**src/rtl/cpu_pkg.sv**
```systemverilog
// Shared CPU constants and types: control-state width, the ALU-form state mask
// and the GPR index type used by the register select logic.
package cpu_pkg;

  localparam int STATE_W   = 40;
  localparam int NGPR_DEF  = 16;
  localparam int GPR_SEL_W = $clog2(NGPR_DEF);

  // One-hot states 26, 28, 30, 32, 34 and 36 take their operands from the ALU-form fields
  localparam logic [STATE_W-1:0] STATE_AL_MASK = 40'h15_5400_0000;

  typedef logic [GPR_SEL_W-1:0] gpr_idx_t;

endpackage

```
**src/rtl/gpr_scoreboard.sv**
```systemverilog
// Outstanding-write scoreboard: one pending bit per GPR, set on issue, cleared
// on writeback (set wins on collision), with a registered population count.
module gpr_scoreboard
  import cpu_pkg::*;
#(
  parameter int NGPR     = 16,
  parameter int SEL_W    = $clog2(NGPR),
  parameter bit ZERO_REG = 1'b0,
  parameter int CNT_W    = $clog2(NGPR+1)
) (
  input  logic             clk,
  input  logic             rst_n,
  input  logic             issue,
  input  logic [SEL_W-1:0] dest,
  input  logic             wb_valid,
  input  logic [SEL_W-1:0] wb_reg,
  output logic [NGPR-1:0]  pending,
  output logic [CNT_W-1:0] pending_cnt,
  output logic [NGPR-1:0]  next_pending
);

  // R0 is hard-wired when ZERO_REG is set, so it can never become outstanding
  localparam logic [NGPR-1:0] KEEP_MASK = ZERO_REG ? ~NGPR'(1) : {NGPR{1'b1}};

  logic [NGPR-1:0]  set_v;
  logic [NGPR-1:0]  clr_v;
  logic [NGPR-1:0]  pending_d;
  logic [NGPR-1:0]  pending_q;
  logic [CNT_W-1:0] cnt_d;
  logic [CNT_W-1:0] cnt_q;

  for (genvar gi = 0; gi < NGPR; gi++) begin : g_dec
    assign set_v[gi] = issue    && (dest   == SEL_W'(gi));
    assign clr_v[gi] = wb_valid && (wb_reg == SEL_W'(gi));
  end

  assign pending_d = ((pending_q & ~clr_v) | set_v) & KEEP_MASK;

  always_comb begin
    cnt_d = '0;
    for (int i = 0; i < NGPR; i++) begin
      cnt_d = cnt_d + CNT_W'(pending_d[i]);
    end
  end

  always_ff @(posedge clk or negedge rst_n) begin
    if (!rst_n) begin
      pending_q <= '0;
      cnt_q     <= '0;
    end else begin
      pending_q <= pending_d;
      cnt_q     <= cnt_d;
    end
  end

  assign pending      = pending_q;
  assign pending_cnt  = cnt_q;
  assign next_pending = pending_d;

endmodule

```
**src/rtl/gpr_sel_unit.sv**
```systemverilog
// GPR read-port select unit: picks default or ALU-form operand fields from the
// one-hot control state, registers the selects and flags RAW hazards against the scoreboard.
module gpr_sel_unit
  import cpu_pkg::*;
#(
  parameter int                 NGPR     = 16,
  parameter int                 SEL_W    = $clog2(NGPR),
  parameter int                 NPORT    = 2,
  parameter int                 STATE_W  = cpu_pkg::STATE_W,
  parameter logic [STATE_W-1:0] AL_MASK  = cpu_pkg::STATE_AL_MASK,
  parameter bit                 ZERO_REG = 1'b0
) (
  input  logic                       clk,
  input  logic                       rst_n,
  input  logic [STATE_W-1:0]         state,
  input  logic [NPORT*SEL_W-1:0]     rop_def,
  input  logic [NPORT*SEL_W-1:0]     rop_al,
  input  logic                       hold,
  input  logic                       issue,
  input  logic [SEL_W-1:0]           dest,
  input  logic                       wb_valid,
  input  logic [SEL_W-1:0]           wb_reg,
  output logic [NPORT*SEL_W-1:0]     gpr_sel,
  output logic                       sel_valid,
  output logic                       hazard,
  output logic                       state_err,
  output logic [NGPR-1:0]            pending,
  output logic [$clog2(NGPR+1)-1:0]  pending_cnt
);

  logic                   onehot;
  logic                   use_al;
  logic [NPORT*SEL_W-1:0] sel_mux;
  logic [NPORT*SEL_W-1:0] sel_d;
  logic [NPORT*SEL_W-1:0] sel_q;
  logic                   valid_d;
  logic                   valid_q;
  logic                   err_d;
  logic                   err_q;
  logic [NPORT-1:0]       port_haz;
  logic                   hazard_d;
  logic                   hazard_q;
  logic [NGPR-1:0]        next_pending;

  assign onehot = (state != '0) && ((state & (state - STATE_W'(1))) == '0);
  // An illegal state falls back to the default fields even if it touches ALU-form bits
  assign use_al = onehot && (|(state & AL_MASK));

  for (genvar gi = 0; gi < NPORT; gi++) begin : g_port
    assign sel_mux[gi*SEL_W +: SEL_W] = use_al ? rop_al[gi*SEL_W +: SEL_W]
                                               : rop_def[gi*SEL_W +: SEL_W];
    // Looked up against the post-hold select, so a held stall still sees writebacks land
    assign port_haz[gi] = next_pending[sel_d[gi*SEL_W +: SEL_W]];
  end

  assign sel_d    = hold ? sel_q   : sel_mux;
  assign valid_d  = hold ? valid_q : onehot;
  assign err_d    = hold ? err_q   : !onehot;
  assign hazard_d = |port_haz;

  always_ff @(posedge clk or negedge rst_n) begin
    if (!rst_n) begin
      sel_q    <= '0;
      valid_q  <= 1'b0;
      err_q    <= 1'b0;
      hazard_q <= 1'b0;
    end else begin
      sel_q    <= sel_d;
      valid_q  <= valid_d;
      err_q    <= err_d;
      hazard_q <= hazard_d;
    end
  end

  gpr_scoreboard #(
    .NGPR     (NGPR),
    .SEL_W    (SEL_W),
    .ZERO_REG (ZERO_REG)
  ) u_scoreboard (
    .clk          (clk),
    .rst_n        (rst_n),
    .issue        (issue),
    .dest         (dest),
    .wb_valid     (wb_valid),
    .wb_reg       (wb_reg),
    .pending      (pending),
    .pending_cnt  (pending_cnt),
    .next_pending (next_pending)
  );

  assign gpr_sel   = sel_q;
  assign sel_valid = valid_q;
  assign state_err = err_q;
  assign hazard    = hazard_q;

endmodule

```
**config.mk**
```make
export PLATFORM = sky130hd
export DESIGN_NAME = gpr_sel_unit
export DESIGN_NICKNAME = d
export VERILOG_FILES = /design/src/rtl/cpu_pkg.sv /design/src/rtl/gpr_scoreboard.sv /design/src/rtl/gpr_sel_unit.sv
export SDC_FILE = /design/constraint.sdc
export NUM_CORES = 1
export LEC_CHECK = 0
export BUFFER_PORTS_ARGS = -buffer_cell sky130_fd_sc_hd__buf_4
export CAP_MARGIN = 20
export CORE_ASPECT_RATIO = 0.7
export CORE_MARGIN = 1.5
export CORE_UTILIZATION = 45
export DETAILED_ROUTE_END_ITERATION = 8
export PLACE_DENSITY = 0.77
export SLEW_MARGIN = 20
export SYNTH_ARGS = -nofsm -noshare
export SYNTH_HDL_FRONTEND = slang
export SYNTH_HIERARCHICAL = 1
export SYNTH_SLANG_ARGS = --single-unit
```
**constraint.sdc**
```tcl
create_clock -name clk -period 3.4 [get_ports clk]
set_clock_uncertainty 0.1 [all_clocks]
set_input_delay 0.17 -clock clk [delete_from_list [all_inputs] [get_ports clk]]
set_output_delay 0.17 -clock clk [all_outputs]
set_load 0.02 [all_outputs]
```
### Word-level counts from Yosys, hierarchy flattened

Index checks and enable logic that the tools add are counted.

* bits of input ports: 69
* word-level logic and storage cells: 106
* register bits after elaboration: 32
* output and inout bits: 32

* reduce and logical (&&, ||, !) cells: 41
* magnitude comparators: 2
* add/sub/neg operators: 16
* bitwise operators: 4
* equal/unequal tests: 30
* mux-type cells: 7

Operators with widths (number)
* adder 5 x 1 -> 5 bit: 14
* equality test 4 bit, second input constant: 16
* bitwise AND 40 bit: 1
* logical NOT 40 bit: 1
* nonzero test 40 bit: 1
* subtractor 40 x 1 -> 40 bit, second input constant: 1
* logical AND 1 bit: 34
* equality test 4 x 3 -> 1 bit, second input constant: 8
* bitwise AND 16 bit: 1
* equality test 4 x 2 -> 1 bit, second input constant: 4
* NOT 16 bit: 1
* bitwise OR 16 bit: 1
* < comparator 4 x 5 -> 1 bit, second input constant: 2
* binary-select mux 1 bit (select 4 bit): 2
* equality test 4 x 1 -> 1 bit, second input constant: 2
* logical NOT 4 bit: 2
* 2-to-1 mux 4 bit: 2
* 2-to-1 mux 8 bit: 1
* OR reduction 6 bit: 1
* adder 1 x 1 -> 2 bit: 1
* 2-to-1 mux 1 bit: 2
* OR reduction 2 bit: 1
* logical NOT 1 bit: 1

### Logic depth before layout (Yosys ltp)

Gate-level depths: netlist of run 1.

* depth in word-level cells: 20
* gate-level depth with buffers: 15
* mapped depth without buffers: 15

### Cells and area by module

The synthesis of run 1 kept the hierarchy.

By module, submodules not included
* gpr_sel_unit: times used 1, sequential area each 275.3 um^2, area each 1422.6 um^2, cells an instance 174
* gpr_scoreboard: times used 1, sequential area each 525.5 um^2, area each 1236.2 um^2, cells an instance 115

### Worst setup path after synthesis of run 1

OpenSTA, ideal clock, no wires.

* kind: input to register
* from: in wb_reg[2]
* to: reg u_scoreboard.cnt_q[4] (netlist: u_scoreboard/pending_cnt[4])
* setup slack: -395 ps
* arrival: 3631 ps
* stages on the path: 15
* cells stage by stage: or2_2 o21ai_0 o31a_1 fa_1 inv_1 fa_1 fa_1 inv_1 fa_1 inv_1 ha_1 inv_1 fa_1 nor2b_1 o21a_1

* cells in the longest elaborated chain, start to end: 20
* elaborated cells between the ends (all ways): 50

Ends and longest elaborated chain
* from (decl): RTL line gpr_sel_unit.sv:22 `input logic [SEL_W-1:0] wb_reg,`
* equality test 4 x 1 -> 1 bit or logical NOT 4 bit (tied branches): RTL line gpr_scoreboard.sv:34 `assign clr_v[gi] = wb_valid && (wb_reg == SEL_W'(gi));`
* logical AND 1 bit: RTL line gpr_scoreboard.sv:34
* NOT 16 bit (*): RTL line gpr_scoreboard.sv:37 `assign pending_d = ((pending_q & ~clr_v) | set_v) & KEEP_MASK;`
* bitwise AND 16 bit (*): RTL line gpr_scoreboard.sv:37
* bitwise OR 16 bit (*): RTL line gpr_scoreboard.sv:37
* adder 1 x 1 -> 2 bit: RTL line gpr_scoreboard.sv:42 `cnt_d = cnt_d + CNT_W'(pending_d[i]);`
* adder 5 x 1 -> 5 bit (13 in a row): RTL line gpr_scoreboard.sv:42
* adder 5 x 1 -> 5 bit (*): RTL line gpr_scoreboard.sv:42
* named net u_scoreboard.cnt_d[4]: RTL line gpr_scoreboard.sv:29 `logic [CNT_W-1:0] cnt_d;`
* to (signal assigned): RTL line gpr_scoreboard.sv:52 `cnt_q <= cnt_d;`
* to (decl): RTL line gpr_scoreboard.sv:30 `logic [CNT_W-1:0] cnt_q;`

The timed path passes the listed nets; every way through them passes the cells marked *.
A chain may end at the register's enable or synchronous reset.

### Worst setup path after layout of run 1

* from: in state[11]
* to: reg hazard_q (netlist: hazard)

* cells in the longest elaborated chain, start to end: 10
* elaborated cells between the ends (all ways): 14

Ends and longest elaborated chain
* from (decl): RTL line gpr_sel_unit.sv:15 `input logic [STATE_W-1:0] state,`
* subtractor 40 x 1 -> 40 bit: RTL line gpr_sel_unit.sv:45 `assign onehot = (state != '0) && ((state & (state - STATE_W'(1))) == '0);`
* bitwise AND 40 bit: RTL line gpr_sel_unit.sv:45
* logical NOT 40 bit: RTL line gpr_sel_unit.sv:45
* logical AND 1 bit (*): RTL line gpr_sel_unit.sv:45
* logical AND 1 bit (*): RTL line gpr_sel_unit.sv:47 `assign use_al = onehot && (|(state & AL_MASK));`
* 2-to-1 mux 4 bit: RTL line gpr_sel_unit.sv:50 `assign sel_mux[gi*SEL_W +: SEL_W] = use_al ? rop_al[gi*SEL_W +: SEL_W]`
* 2-to-1 mux 8 bit (*): RTL line gpr_sel_unit.sv:56 `assign sel_d = hold ? sel_q : sel_mux;`
* binary-select mux 1 bit (select 4 bit): RTL line gpr_sel_unit.sv:53 `assign port_haz[gi] = next_pending[sel_d[gi*SEL_W +: SEL_W]];`
* 2-to-1 mux 1 bit (implied by the code): RTL line gpr_sel_unit.sv:53
* OR reduction 2 bit (*): RTL line gpr_sel_unit.sv:59 `assign hazard_d = |port_haz;`
* named net hazard_d: RTL line gpr_sel_unit.sv:41 `logic hazard_d;`
* to (signal assigned): RTL line gpr_sel_unit.sv:71 `hazard_q <= hazard_d;`
* to (decl): RTL line gpr_sel_unit.sv:42 `logic hazard_q;`

The timed path passes the listed nets; every way through them passes the cells marked *. The select of a mux whose other input is x is not followed.

==> out/qor.yml, run 1 <==
setup_ws_ns: -0.354
cp-endpoint: "hazard"
yosys_warnings: 6
syn_nets: 373
htreeDepth: 2
postSynth.asyncResetShare_pct: 100
holdCritPathClass: "input pin to flip-flop"
ff2ff_setup_slack_ns: -0.29
powerDensity_nw_per_um2: 651
final_common_cell: "buf_4"
worst_pin_slew_ns: 0.828
die_area_sq_um: 6390
cts_root_buffer: "clkbuf_8"
slew_headroom_pct: 44.2
setup.worst_path.start_class: "input pin"
antenna_left: 0
worstPathArrival_ns: 3.80
die_x_microns: 94.9
critPathCaptureType: "flip-flop"
start_util_pct: 46.7
grt_max_degree: 33
routed_via_density: 5.92
hold_viol: 0
stdcell_area_sq_um: 4500
syn_to_final_growth_pct: 69.3
num_rows: 23
period_needed_ns: 3.75
r2r_start: "u_scoreboard/pending[15]"
slew_violations: 0
finalCritPeriodShare_pct: 110
tritoncts: "done"
r2r-end: "u_scoreboard/pending_cnt[4]"
core-area_sq_um: 5700
grt_usage_pct: 33.2
grt_setup_unrepaired: "yes"
layout_common_cells: "buf_4 (193), dfrtp_1 (31), o21ai_0 (23), nand2_1 (17)"
cp_max_fo: 13
synth_edf_count: 0
place_area_sq_um: 4120
synthCells: 289
cap_viol_max_count: 0
final_nets: 573
gp_routability_congestion: 0.980
setup_tns_ns: -1.36
cp.required_ns: 3.45
fin_total_pwr_mw: 2.93
grt_pass1_wl_microns: 15900
crit_start: "state[11]"
power.leakage_nw: 2.07
clock_latency_ns: 0.29
cts_buffer_depth: 2
synth.distinct_cells: 66
hold-worst-slack_ns: 0.0852
wl_per_cell_microns: 18.4
drive_gt1_share_pct: 51.8
peakVddDrop_v: 0.00116
pre_cts_ws_ns: -0.657
critical_path_class: "input pin to flip-flop"
ys_ff_latch: 32
grt_overflow_total: 0
drc: 0
syn_avg_cell_area_sq_um: 9.20
io_buffers: 100
antenna_found_initial: 0
reg2reg_depth: 14
violations: "negative setup slack"
fp.dieH_microns: 67.3
drt_wl_total_microns: 10400
io-pin-count: 101
status: "finished with violations"
cts_num_sinks: 32
dp_hpwl_microns: 7830
synth_flop_cell: "dfrtp_1"
drt_first_iter_violations: 312
fmax_ghz: 0.266
setup_violations: 5
n_antenna_cell: 0
yosysSeqAreaShare_pct: 30.1
clk_pin_slew_worst_paths_ns: 0.08
cts_made_buffers: 5
synth_area_sq_um: 2660
grt_pass1_vias: 3172
vias: 3346
first_pass_iters: 5
## area by class of cell
cell class,count,area [sq um]
well taps,75,93.8
flip-flops and latches,32,802
multi-input cells,234,1930
clock inverters,2,35.0
repair buffers,198,1500
inverters,18,67.6
clock buffers,6,72.6
fillers,393,1200
## worst min path at each step
stage	startpoint	endpoint	slack, ns	depth (start not counted)
floorplan	rst_n	gpr_sel[0]	-0.23	0
global placement	rst_n	u_scoreboard/pending[0]	0.03	1
detailed placement	rst_n	u_scoreboard/pending[3]	0.04	1
CTS	dest[3]	u_scoreboard/pending[1]	0.06	2
global route	dest[3]	u_scoreboard/pending[1]	0.09	2
finish	dest[3]	u_scoreboard/pending[1]	0.09	2
## metrics by stage
stage,instances,util [%]
3_3_place_gp,540,72.4
3_5_place_dp,540,72.4
5_1_grt,565,79.0
6_report,565,79.0
4_1_cts,562,77.7
2_1_floorplan,289,-
## cells by family (layout without fill, tap and decap cells)
group           count (synthesis)  after routing  share of synthesized area, %
compound gates                 97             97                          25.6
simple gates                   97             97                          21.3
flops                          32             32                          30.1
buf+inv                        23            224                          3.72
fa+ha+maj                      19             19                          11.4
mux                            19             19                          7.25
xor+xnor                        2              2                         0.659
## power breakdown
| group | switching [mW] | internal (mW) | total, mW |
|---|---|---|---|
| sequential | 0.0499 | 0.490 | 0.540 |
| clock | 0.153 | 0.218 | 0.371 |
| combinational | 0.996 | 1.02 | 2.02 |
## repair_timing
action	4_1_cts	5_1_grt
pin swaps	6	10
gates cloned	0	0
endpoints found under the hold margin	32	0
hold buffers	1	0
setup endpoints to repair	5	5
gates resized for setup	24	14
buffers inserted	13	3
## registers in the layout, indices dropped and copies added, names as in the netlist
register,flops
gpr_sel,8
hazard,1
sel_valid,1
state_err,1
u_scoreboard/pending,16
u_scoreboard/pending_cnt,5
## layer usage
| layer | GRT usage, % | routed length, microns | vias up | part of all wire (%) |
|---|---|---|---|---|
| met4 | 10.4 | 275 | 0 | 2.6 |
| met1 | 45.4 | 4370 | 1590 | 42 |
| met5 | 0 | 0 | - | 0 |
| met3 | 7.43 | 1080 | 34 | 10 |
| met2 | 52.8 | 4690 | 207 | 45 |
| li1 | - | - | 1515 | - |
## cell usage after synthesis, types with 2 or more instances
cell type	count	share of area, %
o31a_1	4	1.3
or3_1	5	1.2
fa_1	10	7.5
nor3_1	5	0.94
o21a_1	7	2.0
maj3_1	4	1.5
and2_1	2	0.47
mux2i_1	17	6.4
o41ai_1	5	1.6
o31ai_1	6	1.7
a22oi_1	3	0.85
nand4_1	3	0.71
nand2_1	18	2.5
nand3b_1	6	1.7
o21ai_2	3	0.99
or4_1	4	1.1
clkbuf_1	2	0.28
o21ai_0	34	6.4
a21o_1	3	0.85
dfrtp_1	32	30
a211oi_1	2	0.56
inv_1	18	2.5
ha_1	5	2.4
a21oi_1	10	1.9
nand2b_1	9	2.1
nor4_1	7	1.6
a31oi_1	2	0.47
xnor2_1	2	0.66
and4_1	3	0.99
nor2_1	12	1.7
or2_2	2	0.47
nand3_1	10	1.9
## critical path, stage by stage
cell	delay, ns
buf_4	0.12
or4_4	0.56
or4_4	0.46
or3_4	0.42
a2111oi_4	0.31
and4b_1	0.28
and4_4	0.24
mux2i_1	0.12
a21oi_4	0.39
mux2i_1	0.26
a22o_1	0.16
a2bb2oi_1	0.17
o2111ai_1	0.14
Note: power is estimated with default switching activity, not from simulation.
==> run 2, diff against run 1 <==
--- a/config.mk
+++ b/config.mk
@@ -7,11 +7,13 @@
 export LEC_CHECK = 0
 export BUFFER_PORTS_ARGS = -buffer_cell sky130_fd_sc_hd__buf_4
 export CAP_MARGIN = 20
-export CORE_ASPECT_RATIO = 0.7
+export CORE_ASPECT_RATIO = 1.75
 export CORE_MARGIN = 1.5
 export CORE_UTILIZATION = 45
 export DETAILED_ROUTE_END_ITERATION = 8
+export HOLD_SLACK_MARGIN = 0.15
 export PLACE_DENSITY = 0.77
+export SKIP_CTS_REPAIR_TIMING = 1
 export SLEW_MARGIN = 20
 export SYNTH_ARGS = -nofsm -noshare
 export SYNTH_HDL_FRONTEND = slang
==> out/qor.yml, run 2 (synthesized netlist as in run 1, its figures left out) <==
io-pin-count: 101
clock_latency_ns: 0.29
htreeDepth: 2
holdCritStartpoint: "dest[0]"
worstPathArrival_ns: 3.91
drc: 0
grt_overflow_total: 0
fp.dieH_microns: 105
cap_viol_max_count: 0
max_stage_delay_ns: 0.57
cp_slowest_cell: "fa_1"
path_cells: "buf_4, nand3_1, o21ai_2, o21a_1, fa_1, inv_1, fa_1, fa_1, inv_1, fa_2, inv_2, ha_4, inv_2, fa_2, nor2b_1, o21a_1"
routed_via_density: 5.94
fin_total_pwr_mw: 2.85
gp_routability_congestion: 1.03
critPathTopFamily: "adder cells"
power.leakage_nw: 1.94
crit_buf_inv: 5
cp_max_fo: 4
core-area_sq_um: 5630
critical_path_class: "input pin to flip-flop"
final_common_cell: "buf_4"
cp.required_ns: 3.53
grt_setup_unrepaired: "yes"
die_x_microns: 61.1
finalCritPeriodShare_pct: 111
tritoncts: "done"
drt_first_iter_violations: 261
antenna_left: 0
slew_violations: 0
grt_max_degree: 33
status: "finished with violations"
start_util_pct: 47.2
ff2ff_setup_slack_ns: -0.35
clk_pin_slew_worst_paths_ns: 0.07
r2r-end: "u_scoreboard/pending_cnt[4]"
hold_viol: 0
cts_root_buffer: "clkbuf_8"
min_delay_path_depth: 3
final_nets: 549
setup.worst_path.start_class: "input pin"
worstHoldEndpoint: "u_scoreboard/pending[0]"
violations: "negative setup slack"
grt_usage_pct: 31.4
setup_violations: 5
setup_tns_ns: -1.65
syn_to_final_growth_pct: 59.0
grt_pass1_wl_microns: 15000
crit_start: "wb_reg[0]"
r2r_start: "u_scoreboard/pending[11]"
fmax_ghz: 0.264
final_util_pct: 75.1
period_needed_ns: 3.79
dp_hpwl_microns: 7940
cts_buffer_depth: 2
num_rows: 36
peakVddDrop_v: 0.000619
setup_ws_ns: -0.387
cpMostUsedCell: "fa_1"
largest_register_ffs: 16
antenna_found_initial: 0
holdCritPathClass: "input pin to flip-flop"
critPathCaptureType: "flip-flop"
dp.cells: 530
grt_pass1_vias: 3297
io_buffers: 100
layout_common_cells: "buf_4 (170), dfrtp_1 (31), o21ai_0 (24), nand2_1 (17), mux2i_1 (17)"
cts_num_sinks: 32
powerDensity_nw_per_um2: 675
cts_made_buffers: 5
reg2reg_depth: 14
slew_headroom_pct: 52.5
drive_gt1_share_pct: 45.1
drt_wl_total_microns: 9600
n_antenna_cell: 0
vias: 3219
stdcell_count: 542
worst_pin_slew_ns: 0.705
wl_per_cell_microns: 17.7
die_area_sq_um: 6400
first_pass_iters: 5
## run 2: cell type report
cell class,count,area (sq um)
Clock buffer,6,72.6
Clock inverter,2,35.0
Fill cell,414,1400
Inverter,18,67.6
Multi-Input combinational cell,234,1840
Sequential cell,32,802
Tap cell,76,95.1
Timing Repair Buffer,174,1320
## run 2: power breakdown
group / leakage (nW) / internal [mW] / total, mW / switching (mW)
Clock: 0.0552 / 0.217 / 0.361 / 0.144
Combinational: 1.51 / 0.961 / 1.96 / 0.995
Sequential: 0.381 / 0.490 / 0.535 / 0.0448
Total: 1.94 / 1.67 / 2.85 / 1.18
## run 2: worst max path at each step
stage | end | slack [ns] | cells after the start
finish | u_scoreboard/pending_cnt[4] | -0.39 | 16
global route | u_scoreboard/pending_cnt[4] | -0.59 | 16
CTS | u_scoreboard/pending_cnt[4] | -0.38 | 16
detailed placement | u_scoreboard/pending_cnt[4] | -0.68 | 16
global placement | hazard | -0.57 | 16
floorplan | hazard | -0.29 | 14
## run 2: stage by stage
| stage | instance area (sq um) | setup WS (ns) | hold WS, ns |
|---|---|---|---|
| 2_1_floorplan | 2710 | -0.290 | -0.226 |
| 3_3_place_gp | 4040 | -0.567 | 0.0276 |
| 3_5_place_dp | 4040 | -0.675 | 0.0353 |
| 4_1_cts | 4150 | -0.377 | -0.278 |
| 5_1_grt | 4230 | -0.588 | 0.237 |
| 6_report | 4230 | -0.387 | 0.229 |
## run 2: per-layer routing
layer / share of wire, % / global-route usage, %
met1: 31 / 29.2
met2: 56 / 58.7
met3: 6.6 / 4.21
met4: 6.2 / 18.9
met5: 0 / 0
## run 2: tightest hold or removal path: cells and delay by family
kind	cells	cell delay (ns)
buffers and inverters	2	0.22
AOI/OAI and AO/OA	1	0.15
==> run 3, diff against run 2 <==
--- a/config.mk
+++ b/config.mk
@@ -9,10 +9,11 @@
 export CAP_MARGIN = 20
 export CORE_ASPECT_RATIO = 1.75
 export CORE_MARGIN = 1.5
-export CORE_UTILIZATION = 45
+export CORE_UTILIZATION = 54
 export DETAILED_ROUTE_END_ITERATION = 8
+export GPL_ROUTABILITY_DRIVEN = 0
 export HOLD_SLACK_MARGIN = 0.15
-export PLACE_DENSITY = 0.77
+export PLACE_DENSITY = 0.87
 export SKIP_CTS_REPAIR_TIMING = 1
 export SLEW_MARGIN = 20
 export SYNTH_ARGS = -nofsm -noshare
==> constraint.sdc (replaced) <==
create_clock -name clk -period 4.65 [get_ports clk]
set_clock_uncertainty 0.1 [all_clocks]
set_input_delay 0.2325 -clock clk [delete_from_list [all_inputs] [get_ports clk]]
set_output_delay 0.2325 -clock clk [all_outputs]
set_load 0.02 [all_outputs]
==> out/qor.yml, run 3 (synthesized netlist as in run 1, its figures left out) <==
hold_viol: 0
die_area_sq_um: 5370
hold-worst-slack_ns: 0.166
grt_pass1_vias: 3091
r2r_start: "u_scoreboard/pending[5]"
status: "finished, final reports clean"
busiest_layer: "met2"
final_util_pct: 76.8
grt_overflow_total: 0
setup.worst_path.start_class: "input pin"
worstPathArrival_ns: 4.34
routed_via_density: 6.59
use_met1_pct: 29.5
clock_latency_ns: 0.28
largest_register_ffs: 16
clk_pin_slew_worst_paths_ns: 0.07
grt_max_degree: 33
start_util_pct: 56.5
cp_max_fo: 13
peakVddDrop_v: 0.000703
antenna_left: 0
worst_pin_slew_ns: 0.766
final_nets: 485
slew_violations: 0
dp_hpwl_microns: 6960
r2r-end: "u_scoreboard/pending_cnt[4]"
core-area_sq_um: 4710
first_pass_iters: 6
cts_made_buffers: 5
drt_first_iter_violations: 191
cp.required_ns: 4.68
powerDensity_nw_per_um2: 487
wl_per_cell_microns: 19.2
grtUsageMet2_pct: 65.0
setup_tns_ns: 0
critical_path_class: "input pin to flip-flop"
period_needed_ns: 4.31
tritoncts: "done"
io-pin-count: 101
power.leakage_nw: 1.62
crit_start: "state[11]"
slew_headroom_pct: 48.4
grt_setup_unrepaired: "no"
fin_total_pwr_mw: 1.76
drc: 0
htreeDepth: 2
min_delay_path_depth: 2
finalCritPeriodShare_pct: 92.6
dp.cells: 445
setup_violations: 0
cap_viol_max_count: 0
cts_buffer_depth: 2
drt_wl_total_microns: 8680
reg2reg_depth: 14
grtUsageMet3_pct: 5.51
layout_common_cells: "buf_4 (109), o21ai_0 (34), dfrtp_1 (32), nand2_1 (18), inv_1 (18)"
fmax_ghz: 0.232
num_rows: 33
vias: 2986
holdCritStartpoint: "dest[0]"
die_x_microns: 56.0
fp.dieH_microns: 95.8
cts_num_sinks: 32
io_buffers: 100
syn_to_final_growth_pct: 36.0
critPathCaptureType: "flip-flop"
drive_gt1_share_pct: 32.2
worstHoldEndpoint: "u_scoreboard/pending[0]"
grt_pass1_wl_microns: 13700
n_antenna_cell: 0
stdcell_count: 453
holdCritPathClass: "input pin to flip-flop"
final_common_cell: "buf_4"
antenna_found_initial: 0
ff2ff_setup_slack_ns: 0.73
cts_root_buffer: "clkbuf_8"
grt_usage_pct: 32.8
==> run 3: changes by cell type in the layout (fill, tap and decap cells not counted), moves of 4 or more <==
cell     before  now
buf_4       170  109
o21ai_0      24   34
o21ai_1       6    0
o21ai_2       7    3
==> run 3: layer usage <==
layer,vias to the layer above,share of wire (%)
met1,1398,32
met5,-,0
met4,0,6.3
met2,195,55
li1,1338,-
met3,55,6.8
==> run 3: final cells by class <==
class / instances / area, sq um
Timing Repair Buffer: 110 / 828
Tap cell: 52 / 65.1
Multi-Input combinational cell: 234 / 1760
Fill cell: 377 / 1090
Sequential cell: 32 / 801
Clock buffer: 7 / 96.3
Inverter: 18 / 67.6
==> run 3: worst max path at each step <==
stage | slack, ns | endpoint | cells after the start
floorplan | 0.79 | u_scoreboard/pending_cnt[4] | 15
global placement | 0.33 | hazard | 13
detailed placement | 0.13 | hazard | 13
CTS | 0.40 | hazard | 13
global route | 0.12 | hazard | 13
finish | 0.34 | hazard | 13
==> run 3: power by group <==
| part | total (mW) | switching (mW) | internal (mW) |
|---|---|---|---|
| logic | 1.14 | 0.621 | 0.523 |
| clock network | 0.233 | 0.101 | 0.132 |
| registers | 0.385 | 0.0270 | 0.358 |
| total | 1.76 | 0.749 | 1.01 |
==> run 3: worst max-delay path, stage by stage <==
cell       delay [ns]
buf_4            0.13
or4_4            0.54
or4_1            0.55
or3_4            0.45
a221oi_1         0.33
and4bb_1         0.28
and4_1           0.39
mux2i_1          0.14
a21oi_2          0.51
mux2i_1          0.32
a22o_1           0.18
a2bb2oi_1        0.15
o2111ai_1        0.13
==> run 3: per-stage QoR <==
stage	worst slack (ns)	instance area (sq um)
3_3_place_gp	0.334	3510
6_report	0.343	3620
5_1_grt	0.115	3620
2_1_floorplan	0.792	2660
3_5_place_dp	0.126	3510
4_1_cts	0.401	3610
